## src/rtl/trim_pkg.sv

```systemverilog
// Shared types for the trim sweep generator: FSM states, tick phases, step normalisation.
package trim_pkg;

   typedef enum logic [2:0] {
      TS_IDLE,
      TS_LOAD,
      TS_SHIFT,
      TS_LATCH,
      TS_SETTLE
   } ts_state_e;

   // Phase A: ENCLK low and DOUT update. Phase B: ENCLK high.
   localparam logic PH_A = 1'b0;
   localparam logic PH_B = 1'b1;

   // A zero step would never advance, so it is promoted to 1.
   function automatic logic [15:0] norm_step(input logic [15:0] step);
      return (step == 16'd0) ? 16'd1 : step;
   endfunction

endpackage

```

## src/rtl/trim_tick_div.sv

```systemverilog
// Free-running CLOCK_50 divider producing a one-cycle tick every DIV cycles.
module trim_tick_div #(
   parameter int DIV = 12500000
) (
   input  logic CLOCK_50,
   input  logic RST,
   output logic tick
);

   localparam int DW = (DIV > 1) ? $clog2(DIV) : 1;

   logic [DW-1:0] div_cnt;

   assign tick = (div_cnt == DW'(DIV - 1));

   always_ff @(posedge CLOCK_50 or posedge RST) begin
      if (RST)       div_cnt <= '0;
      else if (tick) div_cnt <= '0;
      else           div_cnt <= div_cnt + 1'b1;
   end

endmodule

```

## src/rtl/trim_sweep_gen.sv

```systemverilog
// Trim-code sweep generator: serialises CODE_START..CODE_END on ENCLK/DOUT with LATCH and settle.
// Optional TRIM_SHADOW_EN adds the SHADOW port mirroring the trimmed device's shift register.
module trim_sweep_gen
   import trim_pkg::*;
#(
   parameter int WIDTH     = 12,
   parameter int DIV       = 12500000,
   parameter int SETTLE    = 3,
   parameter int MSB_FIRST = 0
) (
   input  logic             CLOCK_50,
   input  logic             RST,
   input  logic             START,
   input  logic             STOP,
   input  logic [WIDTH-1:0] CODE_START,
   input  logic [WIDTH-1:0] CODE_END,
   input  logic [WIDTH-1:0] CODE_STEP,
   output logic             ENCLK,
   output logic             DOUT,
   output logic             LATCH,
   output logic             BUSY,
   output logic             DONE,
   output logic [WIDTH-1:0] CUR_CODE
`ifdef TRIM_SHADOW_EN
   ,
   output logic [WIDTH-1:0] SHADOW
`endif
);

   localparam int CMAX = (WIDTH > SETTLE) ? WIDTH : SETTLE;
   localparam int CW   = $clog2(CMAX + 1);

   logic             tick;
   ts_state_e        state, state_n;
   logic             phase, phase_n;
   logic [CW-1:0]    cnt, cnt_n;
   logic [WIDTH-1:0] sr, sr_n;
   logic [WIDTH-1:0] end_r, end_n;
   logic [WIDTH-1:0] step_r, step_n;
   logic [WIDTH-1:0] cur_n;
   logic             enclk_n, dout_n, latch_n, done_n;
   logic             code_done;
   logic [WIDTH:0]   nxt;
   logic             last_code;

   trim_tick_div #(.DIV(DIV)) u_div (
      .CLOCK_50 (CLOCK_50),
      .RST      (RST),
      .tick     (tick)
   );

   // One extra bit so a step past 2^WIDTH-1 shows up as overflow instead of wrapping.
   assign nxt       = {1'b0, CUR_CODE} + {1'b0, step_r};
   assign last_code = (CUR_CODE >= end_r) || (nxt > {1'b0, end_r}) || nxt[WIDTH];
   assign BUSY      = (state != TS_IDLE);

   always_ff @(posedge CLOCK_50 or posedge RST) begin
      if (RST) begin
         state    <= TS_IDLE;
         phase    <= PH_A;
         cnt      <= '0;
         sr       <= '0;
         end_r    <= '0;
         step_r   <= '0;
         CUR_CODE <= '0;
         ENCLK    <= 1'b0;
         DOUT     <= 1'b0;
         LATCH    <= 1'b0;
         DONE     <= 1'b0;
      end else begin
         state    <= state_n;
         phase    <= phase_n;
         cnt      <= cnt_n;
         sr       <= sr_n;
         end_r    <= end_n;
         step_r   <= step_n;
         CUR_CODE <= cur_n;
         ENCLK    <= enclk_n;
         DOUT     <= dout_n;
         LATCH    <= latch_n;
         DONE     <= done_n;
      end
   end

   always_comb begin
      state_n   = state;
      phase_n   = phase;
      cnt_n     = cnt;
      sr_n      = sr;
      end_n     = end_r;
      step_n    = step_r;
      cur_n     = CUR_CODE;
      enclk_n   = ENCLK;
      dout_n    = DOUT;
      latch_n   = LATCH;
      done_n    = 1'b0;
      code_done = 1'b0;
      if (tick) begin
         enclk_n = 1'b0;
         dout_n  = 1'b0;
         latch_n = 1'b0;
         if (STOP) begin
            state_n = TS_IDLE;
            phase_n = PH_A;
            cnt_n   = '0;
         end else begin
            case (state)
               TS_IDLE: begin
                  if (START) begin
                     end_n   = CODE_END;
                     step_n  = WIDTH'(norm_step(16'(CODE_STEP)));
                     cur_n   = CODE_START;
                     state_n = TS_LOAD;
                  end
               end
               TS_LOAD: begin
                  sr_n    = CUR_CODE;
                  cnt_n   = '0;
                  phase_n = PH_A;
                  state_n = TS_SHIFT;
               end
               TS_SHIFT: begin
                  if (phase == PH_A) begin
                     dout_n  = (MSB_FIRST != 0) ? sr[WIDTH-1] : sr[0];
                     phase_n = PH_B;
                  end else begin
                     // DOUT holds through the rising edge so the device sees a full tick of setup and hold.
                     enclk_n = 1'b1;
                     dout_n  = DOUT;
                     phase_n = PH_A;
                     sr_n    = (MSB_FIRST != 0) ? {sr[WIDTH-2:0], 1'b0} : {1'b0, sr[WIDTH-1:1]};
                     cnt_n   = cnt + 1'b1;
                     if (cnt == CW'(WIDTH - 1)) begin
                        cnt_n   = '0;
                        state_n = TS_LATCH;
                     end
                  end
               end
               TS_LATCH: begin
                  latch_n = 1'b1;
                  if (phase == PH_A) begin
                     phase_n = PH_B;
                  end else begin
                     phase_n = PH_A;
                     if (SETTLE == 0) code_done = 1'b1;
                     else             state_n   = TS_SETTLE;
                  end
               end
               TS_SETTLE: begin
                  if (phase == PH_A) begin
                     phase_n = PH_B;
                  end else begin
                     phase_n = PH_A;
                     cnt_n   = cnt + 1'b1;
                     if (cnt == CW'(SETTLE - 1)) code_done = 1'b1;
                  end
               end
               default: state_n = TS_IDLE;
            endcase
            if (code_done) begin
               cnt_n = '0;
               if (last_code) begin
                  state_n = TS_IDLE;
                  done_n  = 1'b1;
               end else begin
                  cur_n   = nxt[WIDTH-1:0];
                  state_n = TS_LOAD;
               end
            end
         end
      end
   end

`ifdef TRIM_SHADOW_EN
   always_ff @(posedge CLOCK_50 or posedge RST) begin
      if (RST)
         SHADOW <= '0;
      else if (tick && !STOP && state == TS_SHIFT && phase == PH_B)
         SHADOW <= (MSB_FIRST != 0) ? {SHADOW[WIDTH-2:0], DOUT} : {DOUT, SHADOW[WIDTH-1:1]};
   end
`endif

endmodule

```

## config.mk

```make
export PLATFORM = sky130hd
export DESIGN_NAME = trim_sweep_gen
export DESIGN_NICKNAME = d
export VERILOG_FILES = /design/src/rtl/trim_pkg.sv /design/src/rtl/trim_tick_div.sv /design/src/rtl/trim_sweep_gen.sv
export SDC_FILE = /design/constraint.sdc
export NUM_CORES = 1
export LEC_CHECK = 0
export ABC_AREA = 1
export ABC_CLOCK_PERIOD_IN_PS = 7920
export CORE_MARGIN = 2
export CORE_UTILIZATION = 50
export CTS_BUF_LIST = sky130_fd_sc_hd__clkbuf_8
export DETAILED_ROUTE_END_ITERATION = 7
export PLACE_DENSITY = 0.78
export SLEW_MARGIN = 40
export SYNTH_ARGS = -nofsm -noshare
export SYNTH_HDL_FRONTEND = slang
export SYNTH_SLANG_ARGS = --single-unit
```

## constraint.sdc

```tcl
create_clock -name CLOCK_50 -period 7.92 [get_ports CLOCK_50]
set_input_delay 1.584 -clock CLOCK_50 [delete_from_list [all_inputs] [get_ports CLOCK_50]]
set_output_delay 1.584 -clock CLOCK_50 [all_outputs]
set_load 0.01 [all_outputs]
```

==> results.json, run 1 <==
{
  "mostFrequentLayoutCells": "162 x nand2_1, 95 x inv_1, 84 x dfrtp_1, 56 x clkdlybuf4s50_1, 52 x nor2_1",
  "syn_nets": 802,
  "cts_buffer_depth": 2,
  "cts_setup_buffers": 0,
  "drive_gt1_share_pct": 10.4,
  "routed_via_density": 5.45,
  "drt-total-wl_um": 14000,
  "cts_buffers": 9,
  "yosys_register_bits": 84,
  "antenna_found_initial": 0,
  "rsz0062_at_grt": "no",
  "worstSetupPathType": "reg -> reg",
  "dp_hpwl_um": 10600,
  "status": "finished, final reports clean",
  "slew_viol_final": 0,
  "end_kind": "flop",
  "max_clock_freq_mhz": 258,
  "dp_worst_setup_slack_ns": 4.07,
  "powerDensity_nw_per_um2": 126,
  "ioPinCount": 57,
  "cts.sinks": 84,
  "slew_headroom_pct": 48.2,
  "ys_warn_count": 0,
  "worst_clock_skew_ns": 0.0124,
  "htreeDepth": 3,
  "routedWlPerCell_um": 15.2,
  "postCtsHoldBufs": 0,
  "synth_flop_cell": "dfrtp_1",
  "synth_cell_type_count": 42,
  "leakage_nw": 3.41,
  "grt_max_degree": 85,
  "cap_viol_max_count": 0,
  "min_period_ns": 3.88,
  "syn-mean-instance-area_um2": 7.79,
  "synth_area_um2": 5620,
  "cp.required_ns": 8.23,
  "cts-root-buf": "clkbuf_8",
  "drtAntennaViolNets": 0,
  "gp_congestion": 0.963,
  "synthCells": 722,
  "cts_tree": "built",
  "ir_worst_vdd_mv": 0.0968,
  "async_flop_share_pct": 100,
  "post_cts_resized": 0,
  "yosysSeqAreaShare_pct": 37.4,
  "synth_edf_count": 0,
  "core-area_um2": 10900,
  "grt_remaining_overflow": 0,
  "fin_nets": 858,
  "cp.arrival_ns": 4.19,
  "track_usage_pct": 24.5,
  "num_vias": 5025,
  "grt_pass1_vias": 4730,
  "min_path_type": "reg -> reg",
  "worst_slack_ns": 4.04,
  "startpoint_type": "flop",
  "finalHoldViolCount": 0,
  "die_height_um": 110,
  "setup_viol": 0,
  "holdWs_ns": 0.496,
  "initial_utilization_pct": 51.6,
  "clk_pin_slew_worst_paths_ns": 0.08,
  "syn_to_final_growth_pct": 16.0,
  "portBuffers": 56,
  "antenna_cells": 0,
  "grt_pass1_wl_um": 22700,
  "layout_commonest_cell": "nand2_1",
  "rows": 38,
  "fin_setup_tns_ns": 0,
  "clk_latency_ns": 0.38,
  "drtIter0Drc": 319,
  "timing_worst_slew_pin_value_ns": 0.775,
  "drc": 0,
  "cp_max_fo": 14,
  "post-route-period-util_pct": 49.0,
  "first_pass_iters": 5,
  "dieWidth_um": 110,
  "die_area_um2": 12100,
  "power_uw": 820
}
==> metrics by stage <==
step | utilization (%) | instances | cell area (um2)
final | 59.9 | 922 | 6520
after global routing | 59.9 | 922 | 6520
after CTS | 59.8 | 922 | 6520
after detailed placement | 57.8 | 907 | 6290
after global placement | 57.8 | 907 | 6290
after floorplan | - | 722 | 5620
==> worst paths after layout <==
path	slack [ns]	end	startpoint	depth (start not counted)
max	4.04	CUR_CODE[6]	CUR_CODE[0]	22
min	0.50	sr[7]	sr[7]	2
max reg2reg	4.04	CUR_CODE[6]	CUR_CODE[0]	22
min reg2reg	0.50	sr[7]	sr[7]	2
max in group asynchronous	5.73	end_r[10]	RST	3
min in group asynchronous	1.72	u_div.div_cnt[1]	RST	3
==> sequential cells by signal, indices dropped and copies added (netlist names) <==
register	flops
ENCLK	1
end_r	12
LATCH	1
state	3
sr	12
DONE	1
phase	1
CUR_CODE	12
cnt	4
DOUT	1
step_r	12
u_div.div_cnt	24
==> cell usage after synthesis, types with 3 or more instances <==
cell      instances  area share, %
nor2_1           54            3.6
inv_2            12           0.80
a21oi_1          28            2.5
nand3_1          37            3.3
o21ai_1          20            1.8
buf_2             4           0.36
dfrtp_1          84             37
xor2_1           13            2.0
o21ai_0          17            1.5
clkinv_1          4           0.27
nand4_1          26            2.9
nor4_1            8           0.89
a21oi_2          18            2.8
ha_1             39            8.7
o21a_1            6           0.80
mux2i_1          19            3.4
nor3_1           16            1.4
nor3_2            3           0.53
buf_6             5            1.0
inv_1            96            6.4
nor2_2           20            2.2
nand2_1         162             11
clkbuf_1          5           0.33
a211oi_1          3           0.40
nor3b_1           3           0.40
==> routing by layer <==
| metal | GRT usage, % | part of all wire (%) |
|---|---|---|
| met1 | 36.1 | 49 |
| met2 | 36.7 | 43 |
| met3 | 3.41 | 5.5 |
| met4 | 8.86 | 2.0 |
| met5 | 0 | 0 |
==> power by group <==
group | switching (mW) | internal [mW]
logic | 0.0193 | 0.0218
clock network | 0.164 | 0.186
registers | 0.000204 | 0.429
total | 0.184 | 0.637
==> worst max-delay path, stage by stage (launching register included) <==
cell and delay, ns:
dfrtp_1 0.40, ha_1 0.20, inv_1 0.09, fa_1 0.41
nand3b_1 0.17, nand2_1 0.14, nand3_1 0.09, nand3_1 0.11
nand2_1 0.08, nand2_1 0.06, nand2_1 0.04, nand2_1 0.10
inv_1 0.05, ha_1 0.28, a21oi_1 0.14, nor2_1 0.05
nor3_1 0.16, nand2_1 0.07, nand2_1 0.33, nand3_1 0.48
nand2_1 0.18, nand3_1 0.09, nand2_1 0.07
==> final cells by class <==
type                       count  area [um2]
fill                         989        4360
timing repair buffer          61         604
sequential                    84        2100
tap                          140         175
clock inverter                 5        85.1
multi-input combinational    510        3000
clock buffer                  10         138
inverter                     112         422
==> cells by family after synthesis <==
| family | Yosys count | share of synthesized area, % |
|---|---|---|
| XOR/XNOR | 14 | 2.18 |
| adder cells (fa/ha/maj) | 40 | 9.04 |
| AO/OA/AOI/OAI | 103 | 11.4 |
| AND/OR/NAND/NOR | 334 | 27.3 |
| flip-flops | 84 | 37.4 |
| multiplexers | 19 | 3.38 |
| buffers and inverters | 128 | 9.37 |
Note: power is estimated with default switching activity, not from simulation.
==> inputs of run 2 (changes only) <==
--- a/config.mk
+++ b/config.mk
@@ -6,7 +6,7 @@
 export NUM_CORES = 1
 export LEC_CHECK = 0
 export ABC_AREA = 1
-export ABC_CLOCK_PERIOD_IN_PS = 7920
+export ABC_CLOCK_PERIOD_IN_PS = 4000
 export CORE_MARGIN = 2
 export CORE_UTILIZATION = 50
 export CTS_BUF_LIST = sky130_fd_sc_hd__clkbuf_8
==> constraint.sdc (replaced) <==
create_clock -name CLOCK_50 -period 4 [get_ports CLOCK_50]
set_input_delay 0.8 -clock CLOCK_50 [delete_from_list [all_inputs] [get_ports CLOCK_50]]
set_output_delay 0.8 -clock CLOCK_50 [all_outputs]
set_load 0.01 [all_outputs]
==> results.json, run 2 (same netlist as run 1, synthesis figures left out) <==
{
  "gp_congestion": 0.936,
  "slew_headroom_pct": 50.1,
  "critical_path_buf_inv_count": 2,
  "drt-total-wl_um": 14000,
  "multiInputGateArea_um2": 2990,
  "utilization_pct": 60.1,
  "portBuffers": 56,
  "drc": 0,
  "grt_max_degree": 47,
  "post_cts_resized": 0,
  "dieWidth_um": 110,
  "swShare_pct": 22.4,
  "crit_slowest_cell": "dfrtp_1",
  "antenna_cells": 0,
  "fillers": 976,
  "dp_hpwl_um": 10800,
  "crit_top_cell": "nand2_1",
  "combPwrFrac_pct": 5.1,
  "regMostFlops": "u_div.div_cnt",
  "track_usage_pct": 24.9,
  "cp.arrival_ns": 3.84,
  "clk_pin_slew_worst_paths_ns": 0.09,
  "power_frac_seq_pct": 53.0,
  "finalHoldViolCount": 0,
  "die_area_um2": 12100,
  "layout_commonest_cell": "nand2_1",
  "rsz0062_at_grt": "no",
  "clk_latency_ns": 0.38,
  "worst_clock_skew_ns": 0.0125,
  "slew_viol_final": 0,
  "post-route-period-util_pct": 88.2,
  "drtAntennaViolNets": 0,
  "crit_family": "simple AND/OR/NAND/NOR gates",
  "fin_nets": 863,
  "largest_register_ff_count": 24,
  "initial_utilization_pct": 51.6,
  "cts.sinks": 84,
  "leakage_nw": 3.44,
  "p_sw_uw": 358,
  "clkPwrFrac_pct": 41.9,
  "core-area_um2": 10900,
  "num_vias": 5058,
  "end_kind": "flop",
  "max_clock_freq_mhz": 283,
  "antenna_found_initial": 0,
  "setup_viol": 0,
  "worst_slack_ns": 0.472,
  "regArea_um2": 2100,
  "htreeDepth": 3,
  "p_int_mw": 1.24,
  "first_pass_iters": 5,
  "postCtsHoldBufs": 0,
  "startpoint_type": "flop",
  "cp_max_fo": 13,
  "ioPinCount": 57,
  "powerDensity_nw_per_um2": 245,
  "grt_remaining_overflow": 0,
  "mostFrequentLayoutCells": "162 x nand2_1, 97 x inv_1, 84 x dfrtp_1, 56 x clkdlybuf4s50_1, 54 x nor2_1",
  "min_path_type": "reg -> reg",
  "status": "finished, final reports clean",
  "grt_pass1_wl_um": 23300,
  "timing_worst_slew_pin_value_ns": 0.746,
  "grt_pass1_vias": 4768,
  "dp_worst_setup_slack_ns": 0.583,
  "cts_buffers": 9,
  "drive_gt1_share_pct": 10.5,
  "cap_viol_max_count": 0,
  "crit_chain": "ha_1, inv_1, fa_1, nand3b_1, nand2_1, nand3_1, nand3_1, nand2_1, nand2_1, nand2_1, nand2_1, inv_1, ha_1, a21oi_1, nor2_1, nor3_1, nand2_1, nand2_1, nand3_1, o21ai_0, nand2_1, nand2_1",
  "syn_to_final_growth_pct": 16.4,
  "cts_buffer_depth": 2,
  "routed_via_density": 5.45,
  "cts_setup_buffers": 0,
  "cp.required_ns": 4.31,
  "cts_tree": "built",
  "max_stage_delay_ns": 0.41,
  "rows": 38,
  "cts-root-buf": "clkbuf_8",
  "min_period_ns": 3.53,
  "power_mw": 1.60,
  "ir_worst_vdd_mv": 0.175,
  "fin_setup_tns_ns": 0,
  "drtIter0Drc": 336,
  "routedWlPerCell_um": 15.1,
  "die_height_um": 110,
  "worstSetupPathType": "reg -> reg"
}
## run 2: cell count changes in the layout (fill, tap and decap cells not counted), sizes merged
cell,before,now
inv,108,110
buf,4,10
clkbuf,11,9
clkinvlp,1,0
clkinv,6,7
## run 2: final timing paths
path,slack (ns),end,cells after the start,from
max,0.47,state[0],22,CUR_CODE[0]
min,0.50,sr[1],2,sr[1]
max reg2reg,0.47,state[0],22,CUR_CODE[0]
min reg2reg,0.50,sr[1],2,sr[1]
max in group asynchronous,2.49,end_r[3],3,RST
min in group asynchronous,0.82,sr[6],2,RST
## run 2: cell type report
cell class / instances / area share, %
clock buffers: 9 / 1.89
clock inverters: 7 / 1.43
inverters: 112 / 6.46
multi-input cells: 510 / 45.7
flip-flops and latches: 84 / 32.1
well taps: 140 / 2.68
repair buffers: 66 / 9.71
## run 2: stage by stage
stage | cells | hold WS (ns) | cell area [um2]
2_1_floorplan | 722 | 0.453 | 5620
6_report | 928 | 0.496 | 6550
5_1_grt | 928 | 0.523 | 6550
4_1_cts | 928 | 0.495 | 6550
3_3_place_gp | 912 | 0.471 | 6330
3_5_place_dp | 912 | 0.473 | 6330
## run 2: power groups by stage
stage / Combinational (mW) / Clock (mW) / Sequential, mW
global route: 0.0904 / 0.714 / 0.850
global placement: 0.0808 / 0 / 0.866
floorplan: 0.0291 / 0 / 0.866
detailed placement: 0.0824 / 0 / 0.866
CTS: 0.0828 / 0.681 / 0.849
finish: 0.0815 / 0.670 / 0.849
## run 2: worst reg2reg max path: cells and delay by family (launching register included)
family / cells / cell delay (ns)
compound gates: 2 / 0.35
simple gates: 15 / 1.68
buf+inv: 2 / 0.14
fa+ha+maj: 3 / 0.90
flops: 1 / 0.41
## run 2: metal layers
layer | routed length (um) | share of wire [%] | vias up | global-route usage (%)
met4 | 323 | 2.3 | 0 | 9.31
li1 | - | - | 2500 | -
met1 | 6750 | 48 | 2377 | 36.4
met2 | 6130 | 44 | 161 | 37.5
met5 | 0 | 0 | - | 0
met3 | 806 | 5.8 | 20 | 3.47
==> inputs of run 3 (changes only) <==
--- a/config.mk
+++ b/config.mk
@@ -10,6 +10,7 @@
 export CORE_MARGIN = 2
 export CORE_UTILIZATION = 50
 export CTS_BUF_LIST = sky130_fd_sc_hd__clkbuf_8
+export CTS_CLUSTER_SIZE = 14
 export DETAILED_ROUTE_END_ITERATION = 7
 export PLACE_DENSITY = 0.78
 export SLEW_MARGIN = 40
==> results of run 3 <==
The final DEF is identical to that of run 2; final timing and power are the same.
